<file path="src/rtl/brush_stamp_sequencer.sv">
`default_nettype none
// ============================================================================
//  Module      : brush_stamp_sequencer
//  Description : Expands one paint request at the cursor into a stream of
//                framebuffer pixel writes. The stream covers the square brush
//                footprint and its symmetry mirrors, one candidate pixel per
//                cycle, through a registered valid/ready write slot.
//  Ports       : clk, rst (async, active-high)
//                stamp_req, cursor_x, cursor_y, brush_size, symmetry_mode,
//                color                 - request side, sampled in IDLE only
//                pix_valid/pix_ready, pix_x, pix_y, pix_color - write port
//                busy (GEN or DONE), done (one-cycle completion pulse)
//  Revision    : 1.0 - initial release
// ============================================================================
module brush_stamp_sequencer #(
    parameter int SCREEN_W = 160,
    parameter int SCREEN_H = 120,
    parameter int COORD_W  = 8,
    parameter int COLOR_W  = 4
) (
    input  logic               clk,
    input  logic               rst,
    input  logic               stamp_req,
    input  logic [COORD_W-1:0] cursor_x,
    input  logic [COORD_W-1:0] cursor_y,
    input  logic [2:0]         brush_size,
    input  logic [1:0]         symmetry_mode,
    input  logic [COLOR_W-1:0] color,
    output logic               pix_valid,
    input  logic               pix_ready,
    output logic [COORD_W-1:0] pix_x,
    output logic [COORD_W-1:0] pix_y,
    output logic [COLOR_W-1:0] pix_color,
    output logic               busy,
    output logic               done
);

    localparam logic [1:0] c_ST_IDLE = 2'd0;
    localparam logic [1:0] c_ST_GEN  = 2'd1;
    localparam logic [1:0] c_ST_DONE = 2'd2;

    // Clip limits carry one extra bit so cursor + offset never wraps.
    localparam logic [COORD_W:0]   c_W_EXT = (COORD_W+1)'(SCREEN_W);
    localparam logic [COORD_W:0]   c_H_EXT = (COORD_W+1)'(SCREEN_H);
    localparam logic [COORD_W-1:0] c_XMAX  = COORD_W'(SCREEN_W - 1);
    localparam logic [COORD_W-1:0] c_YMAX  = COORD_W'(SCREEN_H - 1);

    logic [1:0]         r_state;
    logic [COORD_W-1:0] r_x;
    logic [COORD_W-1:0] r_y;
    logic [2:0]         r_size;
    logic [1:0]         r_sym;
    logic [COLOR_W-1:0] r_color;
    logic [2:0]         r_dx;
    logic [2:0]         r_dy;
    logic [1:0]         r_m;
    logic               r_gen_done;   // every candidate has been issued or dropped
    logic               r_pix_valid;
    logic [COORD_W-1:0] r_pix_x;
    logic [COORD_W-1:0] r_pix_y;
    logic [COLOR_W-1:0] r_pix_color;
    logic               r_busy;
    logic               r_done;

    logic [COORD_W:0]   w_bx_wide;
    logic [COORD_W:0]   w_by_wide;
    logic [COORD_W-1:0] w_bx;
    logic [COORD_W-1:0] w_by;
    logic [COORD_W-1:0] w_cand_x;
    logic [COORD_W-1:0] w_cand_y;
    logic               w_in_range;
    logic               w_last_m;
    logic               w_last_dx;
    logic               w_last_dy;
    logic               w_last_cand;
    logic [1:0]         w_m_next;
    logic               w_hs;
    logic               w_slot_free;

    // Candidate generation: clip test on the unmirrored point, then mirror.
    always_comb begin
        w_bx_wide  = {1'b0, r_x} + (COORD_W+1)'(r_dx);
        w_by_wide  = {1'b0, r_y} + (COORD_W+1)'(r_dy);
        w_in_range = (w_bx_wide < c_W_EXT) && (w_by_wide < c_H_EXT);
        w_bx       = w_bx_wide[COORD_W-1:0];
        w_by       = w_by_wide[COORD_W-1:0];
        w_cand_x   = r_m[0] ? (c_XMAX - w_bx) : w_bx;
        w_cand_y   = r_m[1] ? (c_YMAX - w_by) : w_by;
    end

    // Mirror sequence per mode: {0}, {0,1}, {0,2}, {0,1,2,3}. The final
    // mirror index of each mode equals the mode value itself, and the only
    // non-final successor of 0 is the mode value (or m+1 in 4-way).
    always_comb begin
        w_last_m    = (r_m == r_sym);
        w_last_dx   = (r_dx == r_size);
        w_last_dy   = (r_dy == r_size);
        w_last_cand = w_last_m && w_last_dx && w_last_dy;
        w_m_next    = (r_sym == 2'd3) ? (r_m + 2'd1) : r_sym;
        w_hs        = r_pix_valid && pix_ready;
        w_slot_free = !r_pix_valid || w_hs;
    end

    always_ff @(posedge clk or posedge rst) begin
        if (rst) begin
            r_state     <= c_ST_IDLE;
            r_x         <= '0;
            r_y         <= '0;
            r_size      <= '0;
            r_sym       <= '0;
            r_color     <= '0;
            r_dx        <= '0;
            r_dy        <= '0;
            r_m         <= '0;
            r_gen_done  <= 1'b0;
            r_pix_valid <= 1'b0;
            r_pix_x     <= '0;
            r_pix_y     <= '0;
            r_pix_color <= '0;
            r_busy      <= 1'b0;
            r_done      <= 1'b0;
        end else begin
            r_done <= 1'b0;
            case (r_state)
                c_ST_IDLE: begin
                    r_pix_valid <= 1'b0;
                    if (stamp_req) begin
                        r_x        <= cursor_x;
                        r_y        <= cursor_y;
                        r_size     <= brush_size;
                        r_sym      <= symmetry_mode;
                        r_color    <= color;
                        r_dx       <= '0;
                        r_dy       <= '0;
                        r_m        <= '0;
                        r_gen_done <= 1'b0;
                        r_busy     <= 1'b1;
                        r_state    <= c_ST_GEN;
                    end
                end

                c_ST_GEN: begin
                    if (!r_gen_done) begin
                        if (w_slot_free) begin
                            if (w_in_range) begin
                                r_pix_valid <= 1'b1;
                                r_pix_x     <= w_cand_x;
                                r_pix_y     <= w_cand_y;
                                r_pix_color <= r_color;
                            end else begin
                                // Dropped candidate: slot stays/becomes empty.
                                r_pix_valid <= 1'b0;
                            end

                            if (!w_last_m) begin
                                r_m <= w_m_next;
                            end else begin
                                r_m <= '0;
                                if (!w_last_dx) begin
                                    r_dx <= r_dx + 3'd1;
                                end else begin
                                    r_dx <= '0;
                                    r_dy <= r_dy + 3'd1;
                                end
                            end

                            if (w_last_cand) begin
                                if (w_in_range) begin
                                    r_gen_done <= 1'b1;
                                end else begin
                                    // Last candidate clipped and slot now empty.
                                    r_state <= c_ST_DONE;
                                    r_done  <= 1'b1;
                                end
                            end
                        end
                    end else if (w_hs || !r_pix_valid) begin
                        r_pix_valid <= 1'b0;
                        r_state     <= c_ST_DONE;
                        r_done      <= 1'b1;
                    end
                end

                c_ST_DONE: begin
                    r_pix_valid <= 1'b0;
                    r_gen_done  <= 1'b0;
                    r_busy      <= 1'b0;
                    r_state     <= c_ST_IDLE;
                end

                default: begin
                    r_pix_valid <= 1'b0;
                    r_busy      <= 1'b0;
                    r_state     <= c_ST_IDLE;
                end
            endcase
        end
    end

    assign pix_valid = r_pix_valid;
    assign pix_x     = r_pix_x;
    assign pix_y     = r_pix_y;
    assign pix_color = r_pix_color;
    assign busy      = r_busy;
    assign done      = r_done;

endmodule
`default_nettype wire

</file>
<file path="config.mk">
export PLATFORM = sky130hd
export DESIGN_NAME = brush_stamp_sequencer
export DESIGN_NICKNAME = d
export VERILOG_FILES = /design/src/rtl/brush_stamp_sequencer.sv
export SDC_FILE = /design/constraint.sdc
export NUM_CORES = 1
export LEC_CHECK = 0
export CORE_ASPECT_RATIO = 1.5
export CORE_MARGIN = 2
export CORE_UTILIZATION = 44
export DETAILED_ROUTE_END_ITERATION = 10
export GPL_TIMING_DRIVEN = 0
export PLACE_DENSITY = 0.65
export SKIP_CTS_REPAIR_TIMING = 1
export SYNTH_ARGS = -nofsm -noshare
export SYNTH_HDL_FRONTEND = slang
export SYNTH_SLANG_ARGS = --single-unit
</file>
<file path="constraint.sdc">
create_clock -name clk -period 4.15 [get_ports clk]
set_clock_uncertainty 0.05 [all_clocks]
set_input_delay 1.0375 -clock clk [delete_from_list [all_inputs] [get_ports clk]]
set_output_delay 1.0375 -clock clk [all_outputs]
set_load 0.01 [all_outputs]
</file>
==> Flow_metrics.wiki, run 1 <==
{| class="wikitable"
! Metric !! Value
|-
| Status || complete, no violations
|-
| Number of CTS-inserted buffers || 9
|-
| Area fraction in compound gates after synthesis || 0.0818
|-
| Number of inserted filler cells in the final layout || 635
|-
| Post-synth net total || 319
|-
| Xor and xnor area share after synthesis || 0.0865
|-
| Final sum of negative setup slack || 0 ns
|-
| Sequential cell area || 0.00148 sq mm
|-
| Fraction of registers with async set/reset || 1.00
|-
| Sequential element share of the synthesized area || 0.455
|-
| Unrepaired setup endpoints after global routing || false
|-
| Number of buffers inserted by port buffering || 51
|-
| Most used flip-flop cell after synthesis || sky130_fd_sc_hd__dfrtp_1
|-
| WP data arrival || 3.48 ns
|-
| Required time worst endpoint || 4.32 ns
|-
| Setup crit end kind || flop
|-
| Achievable Freq || 303 MHz
|-
| Clock tree root buffer cell || sky130_fd_sc_hd__clkbuf_8
|-
| Initial Utilization || 0.452
|-
| Peak VDD IR || 0.000453 V
|-
| Critical-path maximum fanout || 10
|-
| Max-capacitance violation count || 0
|-
| Clock-pin slew on the worst setup and hold paths || 0.07 ns
|-
| Final critical-path required period || 3.30 ns
|-
| Vias after detailed routing || 2250
|-
| Area growth from synthesis to layout || 26.9%
|-
| Number of buffers between clock root and the deepest sink || 2
|-
| Core region area || 0.00718 sq mm
|-
| HPWL Detailed || 4980 um
|-
| Number of antenna repair diodes || 0
|-
| Antenna-violating nets left || 0
|-
| Number of DRC markers after the initial detailed-route iteration || 97
|-
| Number of core rows || 38
|-
| Post-synthesis adder-cell area fraction || 0.0548
|-
| Number of enable-type register cells in the synthesized netlist || 0
|-
| Number of detailed-routing iterations run before antenna repair || 4
|-
| Total Routing Usage GR || 0.179
|-
| Initial antenna violation count || 0
|-
| Post-synth cell types || 46
|-
| DR DRC count || 0
|-
| Hold Path Class || flop to flop
|-
| Leakage power figure || 1.79 nW
|-
| Pwr/cell area || 894 mW/mm^2
|-
| Mean area per synthesized cell || 11.7 sq um
|-
| Final weighted congestion in routability-driven placement || 0.830
|-
| Share of final-layout standard cells stronger than drive strength 1 || 0.214
|-
| Area of the multi-input gates || 0.00166 sq mm
|-
| Overall Power || 0.00368 W
|-
| Post-synthesis instance area || 0.00324 sq mm
|-
| Syn Inst Count || 277
|-
| Part of the cycle the worst path needs || 0.796
|-
| Largest family of logic cells by synthesized area || multiplexers
|-
| Post-DR vias/cell || 5.06
|-
| Multiplexer share of the synthesized area || 0.184
|-
| TritonCTS clock tree || done
|-
| Total clock sinks || 59
|-
| Actual slew at the worst max-slew pin || 0.804 ns
|-
| Synth Register Bits || 59
|-
| Pins Over Slew Limit || 0
|-
| Die extent in y || 109 um
|-
| Full die area || 0.00808 sq mm
|-
| Routed wire length || 6550 um
|-
| Final Hold Violating Endpoints || 0
|-
| Maximum number of pins on one net before global-route repair || 38
|-
| Overflow left after global routing || 0
|-
| H-tree Lvls || 3
|-
| Skew-Pair Late Insertion Delay || 0.34 ns
|-
| Yosys warns || 0
|-
| Post-layout net count || 382
|-
| Startpoint type of the worst setup path || flop
|-
| Type of the setup path with the least slack || flop to flop
|-
| Post-synthesis share of cell area spent on and, or, nand and nor gates || 0.105
|-
| Global-route wire length before repair || 10900 um
|-
| Number of global-route vias before repair || 2207
|-
| Die outline width || 74.1 um
|-
| Relative slew slack || 0.462
|-
| Average detailed-routed wire length per instance || 14.7 um
|-
| Setup-failing EPs final || 0
|-
| Boundary Pins || 52
|}
[layout by cell type, fill, tap and decap left out, types with 2 or more instances in the layout]
cell	count
sky130_fd_sc_hd__and4b_1	2
sky130_fd_sc_hd__a211o_1	2
sky130_fd_sc_hd__nand3b_1	2
sky130_fd_sc_hd__fa_1	2
sky130_fd_sc_hd__buf_1	2
sky130_fd_sc_hd__nand2_1	16
sky130_fd_sc_hd__inv_1	11
sky130_fd_sc_hd__buf_2	3
sky130_fd_sc_hd__dfrtp_1	59
sky130_fd_sc_hd__bufinv_16	2
sky130_fd_sc_hd__mux2i_1	3
sky130_fd_sc_hd__nor3_1	2
sky130_fd_sc_hd__nand3_1	9
sky130_fd_sc_hd__clkinvlp_4	3
sky130_fd_sc_hd__nand4_1	4
sky130_fd_sc_hd__nor2b_1	2
sky130_fd_sc_hd__o21ai_0	14
sky130_fd_sc_hd__mux2_4	19
sky130_fd_sc_hd__clkbuf_1	3
sky130_fd_sc_hd__ha_1	11
sky130_fd_sc_hd__mux2_2	25
sky130_fd_sc_hd__clkbuf_8	9
sky130_fd_sc_hd__xor2_1	12
sky130_fd_sc_hd__clkinv_2	2
sky130_fd_sc_hd__clkdlybuf4s50_1	51
sky130_fd_sc_hd__o21a_1	3
sky130_fd_sc_hd__xnor2_1	20
sky130_fd_sc_hd__a21oi_1	10
sky130_fd_sc_hd__nor2_1	11
sky130_fd_sc_hd__buf_6	2
sky130_fd_sc_hd__nand2b_1	7
[where the power goes]
part | internal [W] | switching [W] | total [W]
clock network | 0.000335 | 0.000233 | 0.000569
logic | 0.00113 | 0.000866 | 0.00199
registers | 0.000867 | 0.000248 | 0.00112
total | 0.00233 | 0.00135 | 0.00368
[synth_stat cells, drive strengths merged (7+ instances only)]
cell type	n	share of area
a21oi	10	0.015
nand2	16	0.019
xor2	12	0.032
buf	7	0.014
xnor2	20	0.054
nor2	11	0.013
nand3	9	0.014
inv	12	0.014
dfrtp	59	0.46
o21ai	14	0.022
nand2b	7	0.014
ha	11	0.042
mux2	44	0.17
[through the flow]
step           setup slack [ns]  hold slack, ns  std cells  cell area (sq um)  utilization
2_1_floorplan              1.18           0.428        277               3240            -
3_3_place_gp              0.532           0.433        428               3880        0.540
3_5_place_dp              0.803           0.441        429               3900        0.543
4_1_cts                   0.786           0.458        445               4110        0.573
5_1_grt                   0.558           0.467        445               4110        0.573
6_report                  0.845           0.459        445               4110        0.573
[layer usage]
metal	share of wire	global-route usage
met2	0.50	0.298
met5	0	0
met4	0.014	0.0584
met1	0.45	0.226
met3	0.035	0.0425
[worst paths after layout]
path,startpoint,endpoint,slack (ns),depth (start not counted)
setup / recovery,r_dy[0]$_DFFE_PP0P_,pix_y[0]$_DFFE_PP0P_,0.85,12
hold / removal,r_color[0]$_DFFE_PP0P_,pix_color[0]$_DFFE_PP0P_,0.46,1
setup reg to reg,r_dy[0]$_DFFE_PP0P_,pix_y[0]$_DFFE_PP0P_,0.85,12
hold reg to reg,r_color[0]$_DFFE_PP0P_,pix_color[0]$_DFFE_PP0P_,0.46,1
max in group asynchronous,rst,done$_DFF_PP0_,2.48,3
min in group asynchronous,rst,pix_color[1]$_DFFE_PP0P_,1.00,2
[critical path, stage by stage (launching register included)]
cell	delay (ns)
sky130_fd_sc_hd__dfrtp_1	0.45
sky130_fd_sc_hd__ha_1	0.28
sky130_fd_sc_hd__fa_1	0.49
sky130_fd_sc_hd__a21oi_1	0.30
sky130_fd_sc_hd__nand2b_1	0.17
sky130_fd_sc_hd__xnor2_1	0.17
sky130_fd_sc_hd__ha_1	0.20
sky130_fd_sc_hd__inv_1	0.04
sky130_fd_sc_hd__a41oi_1	0.18
sky130_fd_sc_hd__and4bb_4	0.25
sky130_fd_sc_hd__nand3b_2	0.11
sky130_fd_sc_hd__buf_6	0.20
sky130_fd_sc_hd__mux2_4	0.31
[registers in the layout (all words and copies together), names as in the netlist]
register,count
pix_x,8
r_dy,3
r_m,2
r_state,2
done,1
pix_y,8
busy,1
r_size,3
pix_valid,1
r_dx,3
r_x,8
r_sym,2
r_color,4
r_y,8
r_gen_done,1
pix_color,4
[cells by family after synthesis]
group / after synthesis
muxes: 47
DFF: 59
and+or+nand+nor: 62
AOI/OAI and AO/OA: 41
adders and majority gates: 13
buffers and inverters: 23
xor gates and xnor gates: 32
[cell type report]
type	count	share of cell area
Tap cell	100	0.0304
Inverter	12	0.0109
Multi-Input combinational cell	195	0.403
Clock inverter	7	0.0225
Timing Repair Buffer	52	0.129
Clock buffer	9	0.0301
Sequential cell	59	0.359
Buffer	11	0.0149
Power figures use the tool's default switching activity.
==> inputs of run 2 (changes only) <==
PLACE_DENSITY = 0.67   (was 0.65)
clock period = 2.7 ns   (was 4.15 ns; I/O delays follow)
==> Flow_metrics.wiki, run 2 (synthesized netlist as in run 1, its figures left out) <==
{| class="wikitable"
! Metric !! Value
|-
| Final critical-path required period || 2.99 ns (-0.310 ns)
|-
| Total Routing Usage GR || 0.181 (+0.00177)
|-
| Number of buffers inserted by port buffering || 51 (unchanged)
|-
| Cells along the critical path || ha_2, fa_2, a21oi_4, nand2b_4, xnor2_2, ha_2, inv_1, a41oi_2, and4bb_4, nand3b_4, buf_12, mux2_4
|-
| Top delay family on crit path || adder cells
|-
| Post-DR vias/cell || 5.14 (+1.6%)
|-
| TritonCTS clock tree || done
|-
| Post-detailed-placement cell area || 0.00393 sq mm (+0.83%)
|-
| Number of global-route vias before repair || 2297 (+4.1%)
|-
| Clock tree root buffer cell || sky130_fd_sc_hd__clkbuf_8
|-
| Total clock sinks || 59 (unchanged)
|-
| Number of CTS-inserted buffers || 9 (unchanged)
|-
| Hold Path Class || flop to flop
|-
| Violated checks || negative setup slack
|-
| Initial antenna violation count || 0 (unchanged)
|-
| Global-route wire length before repair || 10900 um (-0.12%)
|-
| Critical-path maximum fanout || 10 (unchanged)
|-
| Routed wire length || 6860 um (+4.6%)
|-
| Status || finished with violations
|-
| Average detailed-routed wire length per instance || 15.1 um (+2.3%)
|-
| Setup-failing EPs final || 24 (+24)
|-
| Startpoint type of the worst setup path || flop
|-
| Antenna-violating nets left || 0 (unchanged)
|-
| Final Hold Violating Endpoints || 0 (unchanged)
|-
| H-tree Lvls || 3 (unchanged)
|-
| Largest stage delay, worst path || 0.44 ns (-0.05 ns)
|-
| Type of the setup path with the least slack || flop to flop
|-
| Minimum setup slack among reg-to-reg paths || -0.29 ns (-1.14 ns)
|-
| Highest-count cells in the layout ignoring fill and taps || sky130_fd_sc_hd__dfrtp_1 (57), sky130_fd_sc_hd__clkdlybuf4s50_1 (51), sky130_fd_sc_hd__mux2_2 (25)
|-
| Number of core rows || 38 (unchanged)
|-
| Number of DRC markers after the initial detailed-route iteration || 65 (-33%)
|-
| Initial Utilization || 0.452 (unchanged)
|-
| Skew-Pair Late Insertion Delay || 0.35 ns (about the same)
|-
| Die outline width || 74.1 um (unchanged)
|-
| Number of antenna repair diodes || 0 (unchanged)
|-
| Boundary Pins || 52 (unchanged)
|-
| Total non-filler cell area in the finished layout || 0.00431 sq mm (+4.8%)
|-
| Number of buffers between clock root and the deepest sink || 2 (unchanged)
|-
| Final worst hold slack || 0.460 ns (+0.000845 ns)
|-
| HPWL Detailed || 4870 um (-2.2%)
|-
| Vias after detailed routing || 2337 (+3.9%)
|-
| Core Util, Final || 0.600 (+0.0274)
|-
| Clock-pin slew on the worst setup and hold paths || 0.07 ns (about the same)
|-
| Final weighted congestion in routability-driven placement || 0.811 (-2.3%)
|-
| Number of detailed-routing iterations run before antenna repair || 5 (+1)
|-
| Dominant cell type by count on the critical path || sky130_fd_sc_hd__ha_2
|-
| Overall Power || 0.00601 W (+63%)
|-
| Required time worst endpoint || 2.88 ns (-1.44 ns)
|-
| DR DRC count || 0 (unchanged)
|-
| Peak VDD IR || 0.000563 V (+24%)
|-
| Core region area || 0.00718 sq mm (unchanged)
|-
| Share of final-layout standard cells stronger than drive strength 1 || 0.301 (+0.0869)
|-
| Part of the cycle the worst path needs || 1.11 (+0.313)
|-
| Actual slew at the worst max-slew pin || 0.952 ns (+0.148 ns)
|-
| Most common library cell in the layout ignoring fill and taps || sky130_fd_sc_hd__dfrtp_1
|-
| Setup crit end kind || flop
|-
| Setup slack after layout || -0.294 ns (-1.14 ns)
|-
| Relative slew slack || 0.363 (-0.0993)
|-
| Max-capacitance violation count || 0 (unchanged)
|-
| Die extent in y || 109 um (unchanged)
|-
| Achievable Freq || 334 MHz (+10%)
|-
| Leakage power figure || 1.87 nW (+4.5%)
|-
| Area growth from synthesis to layout || 33.0%
|-
| Placement-stage worst setup slack || -0.452 ns (-1.26 ns)
|-
| Post-layout net count || 392 (+2.6%)
|-
| Pwr/cell area || 1390 mW/mm^2 (+56%)
|-
| CP max stage cell || sky130_fd_sc_hd__dfrtp_2
|-
| Worst path buffer plus inverter count || 2 (unchanged)
|-
| Full die area || 0.00808 sq mm (unchanged)
|-
| Unrepaired setup endpoints after global routing || true
|-
| WP data arrival || 3.18 ns (-0.30 ns)
|-
| Pins Over Slew Limit || 0 (unchanged)
|-
| Overflow left after global routing || 0 (unchanged)
|-
| Maximum number of pins on one net before global-route repair || 35 (-7.9%)
|}
==> run 2: routing by layer <==
layer | part of all wire | track usage | routed length, um | vias to the layer above
met1 | 0.42 | 0.216 | 2850 | 1154
li1 | - | - | - | 1122
met5 | 0 | 0 | 0 | -
met4 | 0.026 | 0.0896 | 177 | 0
met2 | 0.52 | 0.295 | 3590 | 46
met3 | 0.035 | 0.0499 | 240 | 15
==> run 2: area by class of cell <==
class / count / area (sq um)
Multi-Input combinational cell: 195 / 1780
Clock inverter: 5 / 52.6
Clock buffer: 11 / 141
Tap cell: 100 / 125
Fill cell: 610 / 2870
Timing Repair Buffer: 62 / 606
Sequential cell: 59 / 1480
Buffer: 11 / 78.8
Inverter: 12 / 45.0
==> run 2: path summary, 6_finish.rpt <==
kind / to / start / depth (start not counted)
worst min-delay path: pix_color[0]$_DFFE_PP0P_ / r_color[0]$_DFFE_PP0P_ / 1
min in group asynchronous: r_color[2]$_DFFE_PP0P_ / rst / 2
max in group asynchronous: r_dx[0]$_DFFE_PP0P_ / rst / 3
worst max register to register: pix_y[7]$_DFFE_PP0P_ / r_dy[0]$_DFFE_PP0P_ / 12
worst max-delay path: pix_y[7]$_DFFE_PP0P_ / r_dy[0]$_DFFE_PP0P_ / 12
worst min register to register: pix_color[0]$_DFFE_PP0P_ / r_color[0]$_DFFE_PP0P_ / 1
==> run 2: report_power, final <==
part	leakage, nW	switching (W)	internal, W
Clock	0.0991	0.000360	0.000446
Combinational	1.06	0.00148	0.00201
Sequential	0.709	0.000377	0.00134
Total	1.87	0.00222	0.00379
==> run 2: stage by stage <==
| step | cells | TNS (ns) |
|---|---|---|
| finish | 455 | -6.24 |
| floorplan | 277 | -2.42 |
| global placement | 428 | -44.26 |
| CTS | 445 | -9.26 |
| global route | 455 | -9.44 |
| detailed placement | 429 | -14.56 |
==> inputs of run 3 (changes only) <==
CORE_MARGIN = default   (was 2)
==> Flow_metrics.wiki, run 3 (synthesized netlist as in run 1, its figures left out) <==
{| class="wikitable"
! Metric !! Value
|-
| Number of DRC markers after the initial detailed-route iteration || 118 (+82%)
|-
| Pwr/cell area || 1430 mW/mm^2 (+2.7%)
|-
| Boundary Pins || 52 (unchanged)
|-
| Routed wire length || 6980 um (+1.8%)
|-
| Share of final-layout standard cells stronger than drive strength 1 || 0.307 (+0.00585)
|-
| Leakage power figure || 1.92 nW (+2.8%)
|-
| Largest stage delay, worst path || 0.40 ns (-0.04 ns)
|-
| Internal cell power || 0.00405 W (+6.8%)
|-
| Achievable Freq || 333 MHz (-0.24%)
|-
| Setup crit end kind || flop
|-
| Max-capacitance violation count || 0 (unchanged)
|-
| Clock power share || 0.158 (+0.024)
|-
| Count of placed standard cells in the final layout, fillers left out || 458 (+0.66%)
|-
| Required time worst endpoint || 2.88 ns (about the same)
|-
| Post-DR vias/cell || 5.14 (about the same)
|-
| Critical-path maximum fanout || 10 (unchanged)
|-
| Switching pwr || 0.00226 W (+2.1%)
|-
| Antenna-violating nets left || 0 (unchanged)
|-
| Fraction of power spent switching nets || 0.358 (-0.0105)
|-
| Part of the cycle the worst path needs || 1.11 (+0.00271)
|-
| Share of total power in sequential cells || 0.275 (-0.010)
|-
| Hold Path Class || flop to flop
|-
| Number of inserted filler cells in the final layout || 570 (-6.6%)
|-
| Final critical-path required period || 3.00 ns (+0.00733 ns)
|-
| Status || finished with violations
|-
| Final worst hold slack || 0.461 ns (+0.00130 ns)
|-
| Count of placed standard cells including taps || 429 (unchanged)
|-
| Average detailed-routed wire length per instance || 15.2 um (+1.1%)
|-
| Number of global-route vias before repair || 2235 (-2.7%)
|-
| Final sum of negative setup slack || -5.76 ns (+0.485 ns)
|-
| Total clock sinks || 59 (unchanged)
|-
| Overflow left after global routing || 0 (unchanged)
|-
| Clock tree root buffer cell || sky130_fd_sc_hd__clkbuf_8
|-
| Full die area || 0.00772 sq mm (-4.5%)
|-
| Violated checks || negative setup slack
|-
| Type of the setup path with the least slack || flop to flop
|-
| Relative slew slack || 0.389 (+0.0262)
|-
| Initial antenna violation count || 0 (unchanged)
|-
| Number of CTS-inserted buffers || 9 (unchanged)
|-
| Highest-count cells in the layout ignoring fill and taps || sky130_fd_sc_hd__dfrtp_1 (55), sky130_fd_sc_hd__clkdlybuf4s50_1 (51), sky130_fd_sc_hd__mux2_2 (25)
|-
| Number of buffers inserted by port buffering || 51 (unchanged)
|-
| Number of core rows || 38 (unchanged)
|-
| Pins Over Slew Limit || 0 (unchanged)
|-
| Peak VDD IR || 0.000699 V (+24%)
|-
| Core region area || 0.00718 sq mm (unchanged)
|-
| CP max stage cell || sky130_fd_sc_hd__dfrtp_2
|-
| Unrepaired setup endpoints after global routing || true
|-
| Number of detailed-routing iterations run before antenna repair || 4 (-1)
|-
| HPWL Detailed || 4760 um (-2.2%)
|-
| Global-route wire length before repair || 10700 um (-1.7%)
|-
| TritonCTS clock tree || done
|-
| Die outline width || 72.1 um (-2.7%)
|-
| Sequential cell area || 0.00148 sq mm (+0.17%)
|-
| DR DRC count || 0 (unchanged)
|-
| Actual slew at the worst max-slew pin || 0.913 ns (-0.0391 ns)
|-
| Cells along the critical path || ha_4, inv_2, fa_2, nor2b_4, o2111ai_2, xor2_1, ha_2, a211o_1, a21oi_2, and4bb_4, nand3b_4, buf_12, mux2_4
|-
| Die extent in y || 107 um (-1.8%)
|-
| Skew-Pair Late Insertion Delay || 0.35 ns (about the same)
|-
| Area of the multi-input gates || 0.00179 sq mm (+0.42%)
|-
| Post-layout net count || 395 (+0.77%)
|-
| WP data arrival || 3.18 ns (about the same)
|-
| Final Hold Violating Endpoints || 0 (unchanged)
|-
| Maximum number of pins on one net before global-route repair || 35 (unchanged)
|-
| Total Routing Usage GR || 0.185 (+0.00421)
|-
| H-tree Lvls || 3 (unchanged)
|-
| Area growth from synthesis to layout || 36.1%
|-
| Setup slack after layout || -0.302 ns (-0.00733 ns)
|-
| Vias after detailed routing || 2352 (+0.64%)
|-
| Number of buffers between clock root and the deepest sink || 2 (unchanged)
|-
| Setup-failing EPs final || 23 (-4.2%)
|-
| Most common library cell in the layout ignoring fill and taps || sky130_fd_sc_hd__dfrtp_1
|-
| Initial Utilization || 0.452 (unchanged)
|-
| Number of antenna repair diodes || 0 (unchanged)
|-
| Clock-pin slew on the worst setup and hold paths || 0.07 ns (about the same)
|-
| Placement-stage worst setup slack || -0.438 ns (+0.0135 ns)
|-
| Combinational share of power || 0.567 (-0.014)
|-
| Startpoint type of the worst setup path || flop
|-
| Final weighted congestion in routability-driven placement || 0.796 (-1.9%)
|}
## run 3: cell types whose count changed in the layout (fill, tap and decap cells not counted), moves of 2 or more
cell | before | now
sky130_fd_sc_hd__bufinv_16 | 1 | 3
sky130_fd_sc_hd__dfrtp_2 | 2 | 4
sky130_fd_sc_hd__dfrtp_1 | 57 | 55
sky130_fd_sc_hd__ha_4 | 1 | 3
sky130_fd_sc_hd__ha_2 | 4 | 2
## run 3: through the flow
stage	cell area (sq um)	util	power, W
after floorplan	3270	-	0.00401
after global placement	3910	0.545	0.00476
after detailed placement	3930	0.547	0.00487
after CTS	4170	0.581	0.00588
after global routing	4410	0.615	0.00674
final	4410	0.615	0.00631
## run 3: worst max-delay path, delay by kind of cell (launching register included)
family / cells / cell delay [ns]
fa+ha+maj: 3 / 0.72
mux: 1 / 0.30
buf+inv: 2 / 0.19
flops: 1 / 0.40
compound gates: 3 / 0.49
xor+xnor: 1 / 0.18
simple gates: 3 / 0.53
## run 3: metal layers
layer	vias up	part of all wire	track usage
met5	-	0	0
met4	0	0.026	0.111
met2	51	0.52	0.312
met3	13	0.022	0.0301
met1	1159	0.43	0.218
li1	1129	-	-
## run 3: power groups by stage
stage | logic [W] | clock network [W] | registers [W]
2_1_floorplan | 0.00230 | 0 | 0.00171
4_1_cts | 0.00316 | 0.00101 | 0.00171
6_report | 0.00358 | 0.000996 | 0.00174
3_5_place_dp | 0.00314 | 0 | 0.00172
5_1_grt | 0.00389 | 0.00105 | 0.00180
3_3_place_gp | 0.00306 | 0 | 0.00170
## run 3: worst paths after layout
kind | startpoint | endpoint | slack (ns) | cells after the start
min in group asynchronous | rst | r_color[2]$_DFFE_PP0P_ | 0.65 | 2
worst min register to register | pix_color[1]$_DFFE_PP0P_ | pix_color[1]$_DFFE_PP0P_ | 0.46 | 1
worst max-delay path | r_dx[0]$_DFFE_PP0P_ | pix_y[7]$_DFFE_PP0P_ | -0.30 | 13
max in group asynchronous | rst | r_dx[2]$_DFFE_PP0P_ | 1.37 | 3
worst min-delay path | pix_color[1]$_DFFE_PP0P_ | pix_color[1]$_DFFE_PP0P_ | 0.46 | 1
worst max register to register | r_dx[0]$_DFFE_PP0P_ | pix_y[7]$_DFFE_PP0P_ | -0.30 | 13
## run 3: area by class of cell
type | instances | area share
timing repair buffer | 65 | 0.147
tap | 100 | 0.0284
buffer | 11 | 0.0179
multi-input combinational | 195 | 0.406
clock buffer | 11 | 0.0320
clock inverter | 5 | 0.0227
sequential | 59 | 0.336
inverter | 12 | 0.0102
